**src/rtl/astro_led_pkg.sv**
```systemverilog
// Shared types for the status LED scheduler: per-unit progress states and
// RGB colour codes in R,G,B bit order.
package astro_led_pkg;

  typedef enum logic [2:0] {
    OFF    = 3'd0,
    ACTIVE = 3'd1,
    FAULT  = 3'd2,
    PICKED = 3'd3,
    DONE   = 3'd4
  } unit_state;

  localparam int NUM_UNITS = 3;

  localparam logic [2:0] RGB_OFF   = 3'b000;
  localparam logic [2:0] RGB_RED   = 3'b100;
  localparam logic [2:0] RGB_GREEN = 3'b010;
  localparam logic [2:0] RGB_BLUE  = 3'b001;

  function automatic logic [2:0] state_colour(input unit_state st, input logic phase);
    logic [2:0] c;
    case (st)
      OFF:     c = RGB_OFF;
      ACTIVE:  c = RGB_RED;
      FAULT:   c = RGB_BLUE;
      PICKED:  c = phase ? RGB_BLUE : RGB_OFF;
      DONE:    c = RGB_GREEN;
      default: c = RGB_OFF;
    endcase
    return c;
  endfunction

endpackage

```
**src/rtl/led_blink_timer.sv**
```systemverilog
// Free-running blink phase generator; restart forces the visible half so a
// newly started blink begins lit.
module led_blink_timer #(
  parameter int unsigned BLINK_HALF = 3125000
) (
  input  logic clk_3125KHz,
  input  logic rst_n,
  input  logic restart,
  output logic phase
);

  logic [31:0] count_r;

  // Half-period counter; phase flips on each wrap.
  always_ff @(posedge clk_3125KHz or negedge rst_n) begin
    if (!rst_n) begin
      count_r <= 32'd0;
      phase   <= 1'b0;
    end else if (restart) begin
      count_r <= 32'd0;
      phase   <= 1'b1;
    end else if (count_r == BLINK_HALF - 32'd1) begin
      count_r <= 32'd0;
      phase   <= ~phase;
    end else begin
      count_r <= count_r + 32'd1;
    end
  end

endmodule

```
**src/rtl/led_status_scheduler.sv**
```systemverilog
// Status LED sequencer: one progress FSM per service unit (EU, CU, RU), events
// routed to the selected unit, run-complete green blink override.
module led_status_scheduler
  import astro_led_pkg::*;
#(
  parameter int unsigned BLINK_HALF = 3125000
) (
  input  logic clk_3125KHz,
  input  logic rst_n,
  input  logic EU_fault_flag,
  input  logic CU_fault_flag,
  input  logic RU_fault_flag,
  input  logic fault_detect,
  input  logic block_picked,
  input  logic object_drop,
  input  logic run_complete,
  output logic led1_R1,
  output logic led1_G1,
  output logic led1_B1,
  output logic led2_R2,
  output logic led2_G2,
  output logic led2_B2,
  output logic led3_R3,
  output logic led3_G3,
  output logic led3_B3,
  output logic seq_error,
  output logic run_done
);

  logic      fd_q_r, bp_q_r, od_q_r, rc_q_r;
  logic      fd_edge_s, bp_edge_s, od_edge_s, rc_edge_s;
  logic      ev_fault_s, ev_pick_s, ev_drop_s, any_evt_s;
  logic      frozen_s, err_s, phase_s;
  logic [2:0] sel_s;
  unit_state state_r [NUM_UNITS];
  unit_state next_s  [NUM_UNITS];
  logic [2:0] col_s  [NUM_UNITS];

  assign fd_edge_s = fault_detect & ~fd_q_r;
  assign bp_edge_s = block_picked & ~bp_q_r;
  assign od_edge_s = object_drop  & ~od_q_r;
  assign rc_edge_s = run_complete & ~rc_q_r;

  led_blink_timer #(.BLINK_HALF(BLINK_HALF)) u_blink (
    .clk_3125KHz (clk_3125KHz),
    .rst_n       (rst_n),
    .restart     (rc_edge_s & ~run_done),
    .phase       (phase_s)
  );

  // Unit select (EU > CU > RU) and event priority (drop > pick > fault).
  always_comb begin
    sel_s = 3'b000;
    if (EU_fault_flag) begin
      sel_s = 3'b001;
    end else if (CU_fault_flag) begin
      sel_s = 3'b010;
    end else if (RU_fault_flag) begin
      sel_s = 3'b100;
    end else begin
      sel_s = 3'b000;
    end
    ev_drop_s  = od_edge_s;
    ev_pick_s  = bp_edge_s & ~od_edge_s;
    ev_fault_s = fd_edge_s & ~od_edge_s & ~bp_edge_s;
    any_evt_s  = od_edge_s | bp_edge_s | fd_edge_s;
    frozen_s   = run_done | rc_edge_s;
  end

  // Per-unit next state; only the selected unit sees events.
  always_comb begin
    err_s = 1'b0;
    for (int u = 0; u < NUM_UNITS; u++) begin
      next_s[u] = state_r[u];
      if (!frozen_s && sel_s[u]) begin
        case (state_r[u])
          OFF: begin
            next_s[u] = ACTIVE;
            err_s     = err_s | any_evt_s;
          end
          ACTIVE: begin
            if (ev_fault_s) next_s[u] = FAULT;
            else            err_s     = err_s | any_evt_s;
          end
          FAULT: begin
            if (ev_pick_s) next_s[u] = PICKED;
            else           err_s     = err_s | any_evt_s;
          end
          PICKED: begin
            if (ev_drop_s) next_s[u] = DONE;
            else           err_s     = err_s | any_evt_s;
          end
          DONE:    err_s     = err_s | any_evt_s;
          default: next_s[u] = OFF;
        endcase
      end else begin
        next_s[u] = state_r[u];
      end
    end
  end

  // Colour per LED; run-done blink overrides every unit.
  always_comb begin
    for (int u = 0; u < NUM_UNITS; u++) begin
      if (run_done) col_s[u] = {1'b0, phase_s, 1'b0};
      else          col_s[u] = state_colour(state_r[u], phase_s);
    end
  end

  // State, edge history and status flags.
  always_ff @(posedge clk_3125KHz or negedge rst_n) begin
    if (!rst_n) begin
      for (int u = 0; u < NUM_UNITS; u++) state_r[u] <= OFF;
      fd_q_r    <= 1'b0;
      bp_q_r    <= 1'b0;
      od_q_r    <= 1'b0;
      rc_q_r    <= 1'b0;
      seq_error <= 1'b0;
      run_done  <= 1'b0;
    end else begin
      for (int u = 0; u < NUM_UNITS; u++) state_r[u] <= next_s[u];
      fd_q_r    <= fault_detect;
      bp_q_r    <= block_picked;
      od_q_r    <= object_drop;
      rc_q_r    <= run_complete;
      seq_error <= err_s;
      run_done  <= run_done | rc_edge_s;
    end
  end

  // Registered LED pins.
  always_ff @(posedge clk_3125KHz or negedge rst_n) begin
    if (!rst_n) begin
      {led1_R1, led1_G1, led1_B1} <= RGB_OFF;
      {led2_R2, led2_G2, led2_B2} <= RGB_OFF;
      {led3_R3, led3_G3, led3_B3} <= RGB_OFF;
    end else begin
      {led1_R1, led1_G1, led1_B1} <= col_s[0];
      {led2_R2, led2_G2, led2_B2} <= col_s[1];
      {led3_R3, led3_G3, led3_B3} <= col_s[2];
    end
  end

endmodule
```
**config.mk**
```make
export PLATFORM = sky130hd
export DESIGN_NAME = led_status_scheduler
export DESIGN_NICKNAME = d
export VERILOG_FILES = /design/src/rtl/astro_led_pkg.sv /design/src/rtl/led_blink_timer.sv /design/src/rtl/led_status_scheduler.sv
export SDC_FILE = /design/constraint.sdc
export NUM_CORES = 1
export LEC_CHECK = 0
export BUFFER_PORTS_ARGS = -buffer_cell sky130_fd_sc_hd__buf_2
export CAP_MARGIN = 10
export CELL_PAD_IN_SITES_DETAIL_PLACEMENT = 1
export CELL_PAD_IN_SITES_GLOBAL_PLACEMENT = 1
export CORE_UTILIZATION = 43
export DETAILED_ROUTE_END_ITERATION = 12
export HOLD_SLACK_MARGIN = 0.1
export PLACE_DENSITY_LB_ADDON = 0.1
export SLEW_MARGIN = 25
export SYNTH_ARGS = -nofsm -noshare
export SYNTH_HDL_FRONTEND = slang
export SYNTH_HIERARCHICAL = 1
export SYNTH_SLANG_ARGS = --single-unit
```
**constraint.sdc**
```tcl
create_clock -name clk_3125KHz -period 1.9 [get_ports clk_3125KHz]
set_input_delay 0.19 -clock clk_3125KHz [delete_from_list [all_inputs] [get_ports clk_3125KHz]]
set_output_delay 0.19 -clock clk_3125KHz [all_outputs]
set_load 0.02 [all_outputs]
```
==> qor.txt <==
Status: finished with violations
Violated checks: negative setup slack
CTS Sinks: 57
Clk slew on worst S/H paths: 0.06 ns
Share of cells above drive strength 1: 0.304
Register area: 0.00143 mm^2
GR Util All Layers: 0.234
# DRC: 0
# fillers: 800
Wirelength per Cell: 17.6 um
Hold Slack: 0.211 ns
Area taken by multi-input logic gates: 0.00153 mm^2
Util after Layout: 0.570
Metal2 WL: 4450 um
Post-synthesis sequential area ratio: 0.465
Asr flop ratio synth: 1.00
Drt via density: 5.56
Clk_lat worst skew: 0.34 ns
Most frequent cells in the layout: dfrtp_1, buf_4, nor2_1, buf_2, a21oi_1
Dpl hpwl: 5890 um
Total buffers and inverters traversed by the critical path: 4
Nets: 391
Io pins: 20
Core area: 0.00683 mm^2
Setup WS pre-CTS: -0.0399 ns
CP most frequent cell: buf_4
Critical setup path kind: flop to flop
CTS tree: yes
Cells after synthesis: 312
1st-iter DRT viols: 92
TNS Setup: -2.01 ns
Synth area leader: dfrtp_1
PwrDens: 844 mW/mm^2
Fin Clk Skew: 0.00724 ns
Final hold vios: 0
Fin crit share: 1.06
Largest net degree at the start of global routing: 23
Drt first pass iters: 4
Reg with most FFs: u_blink/count_r
Post-synthesis register bit count: 57
WP data required: 2.11 ns
Hold Crit Class: primary input to flop
Main area contributors after synthesis: dfrtp_1, a21oi_1, nor2_1
Crit path launch type: flop
Relative max-transition margin: 0.652
Setup ws final: -0.117 ns
Initial antenna violation count: 0
Die width: 86.5 um
Ys flop type: dfrtp_1
Root buffer selected by CTS: clkbuf_8
Met3 Wirelength: 143 um
Vias in the first global route: 2726
First-pass GRT wire length: 13400 um
Uppermost layer routed: met4
CTS H-tree lvls: 3
Syn avg cell area: 9.84 um^2
Synth top area share: 0.465
Final setup vio count: 27
Tmin final: 2.02 ns
CP endpoint kind: flop
Row count: 30
EDFF count, synth: 0
CP top delay family: buffers and inverters
Largest register FFs: 32
CP arrival: 2.23 ns
GP Congestion: 0.813
Port bufs: 19
Die Y: 86.5 um
Worst slew pin tran: 0.522 ns
Via count: 2676
Layout area overhead: 26.9%
Worst vdd rail ir drop: 0.000352 V
Largest regs: u_blink/count_r: 32 flops, state_r: 9 flops
Post-Syn Area: 0.00307 mm^2
Met1 wire length: 3710 um
Num CTS Buffers: 9
CP Cell Sequence: buf_4, ha_4, nand3_2, buf_4, or3_4, o31ai_4, buf_4, buf_6, a21oi_1
Slowest library cell on the worst path: dfrtp_1
Final ANT Viol Nets: 0
Synth warn: 6
Mapped Nets: 322
GR Overflow Total: 0
Die ar.: 0.00748 mm^2
RSZ-0062 raised after global routing: true
Starting Density: 0.449
Unique masters post-synth: 63
Antenna diode count: 0
CP max stage delay: 0.36 ns
Clock tree buffer depth: 2
FMAX: 496 MHz
Routed wire length: 8460 um
MaxCap Viol Count: 0
Pleak: 0.00168 uW
Max Slew Vio Count: 0
Most common cell after layout, fill and taps aside: dfrtp_1
CP max FO: 7
==> metrics by stage <==
step	instance area, um^2	total power (uW)	instances
finish	3900	3290	481
global route	3900	3450	481
CTS	3740	3250	467
detailed placement	3470	2000	447
global placement	3470	1970	447
floorplan	3080	1740	312
==> routing by layer <==
| layer | vias up | GRT usage |
|---|---|---|
| li1 | 1289 | - |
| met1 | 1344 | 0.283 |
| met2 | 30 | 0.413 |
| met3 | 13 | 0.0324 |
| met4 | 0 | 0.108 |
| met5 | - | 0 |
==> logic make-up (layout without fill, tap and decap cells) <==
group                    count (synthesis)  in the layout  synth area share
AND/OR/NAND/NOR                        133            133             0.260
AO/OA/AOI/OAI                           76             76             0.175
flip-flops                              57             57             0.465
buffers and inverters                   30            103            0.0505
XOR/XNOR                                12             12            0.0342
multiplexers                             3              3            0.0114
adder cells (fa/ha/maj)                  1              1           0.00407
==> final timing paths <==
path / from / slack, ns / to / cells after the start
min: CU_fault_flag / 0.21 / state_r[5] / 3
min reg2reg: state_r[2] / 0.53 / led3_B3 / 1
min in group asynchronous: rst_n / 0.37 / u_blink/count_r[10] / 2
max in group asynchronous: rst_n / 0.87 / u_blink/count_r[15] / 3
max: u_blink/count_r[1] / -0.12 / u_blink/count_r[18] / 9
max reg2reg: u_blink/count_r[1] / -0.12 / u_blink/count_r[18] / 9
==> area by class of cell <==
| cell class | count | area share |
|---|---|---|
| multi-input combinational | 225 | 0.393 |
| sequential | 57 | 0.366 |
| timing repair buffer | 73 | 0.141 |
| clock buffer | 13 | 0.0459 |
| tap | 96 | 0.0308 |
| inverter | 15 | 0.0145 |
| clock inverter | 2 | 0.00899 |
==> worst register-to-register path, delay by kind of cell (launching register included) <==
kind,cells,cell delay (ns)
DFF,1,0.36
AOI/OAI and AO/OA,2,0.39
adders and majority gates,1,0.13
and+or+nand+nor,2,0.42
buffers and inverters,4,0.59
==> report_power, final <==
group	switching, uW	internal (uW)
clock network	487	739
registers	132	1310
logic	311	306
total	930	2360
==> cell usage after synthesis, types with 3 or more instances <==
library cell,n
a2111oi_0,3
a21oi_1,21
and3_1,3
buf_2,7
buf_6,4
clkbuf_1,3
dfrtp_1,57
inv_1,15
nand2_1,16
nand3_1,16
nand4_1,10
nor2_1,27
nor2b_1,3
nor3_1,9
nor4_1,8
o21ai_0,16
o31ai_1,10
o41ai_1,5
or3_1,7
or4_1,8
xnor2_1,10
==> what timing repair did <==
action | 4_1_cts | 5_1_grt
hold endpoints to repair | 24 | 0
hold buffers | 5 | 0
pin swaps | 0 | 9
cloned | 0 | 2
buffers inserted | 0 | 12
gates resized for setup | 2 | 14
endpoints found under the setup margin | 6 | 27
(Power assumes the default switching activity.)
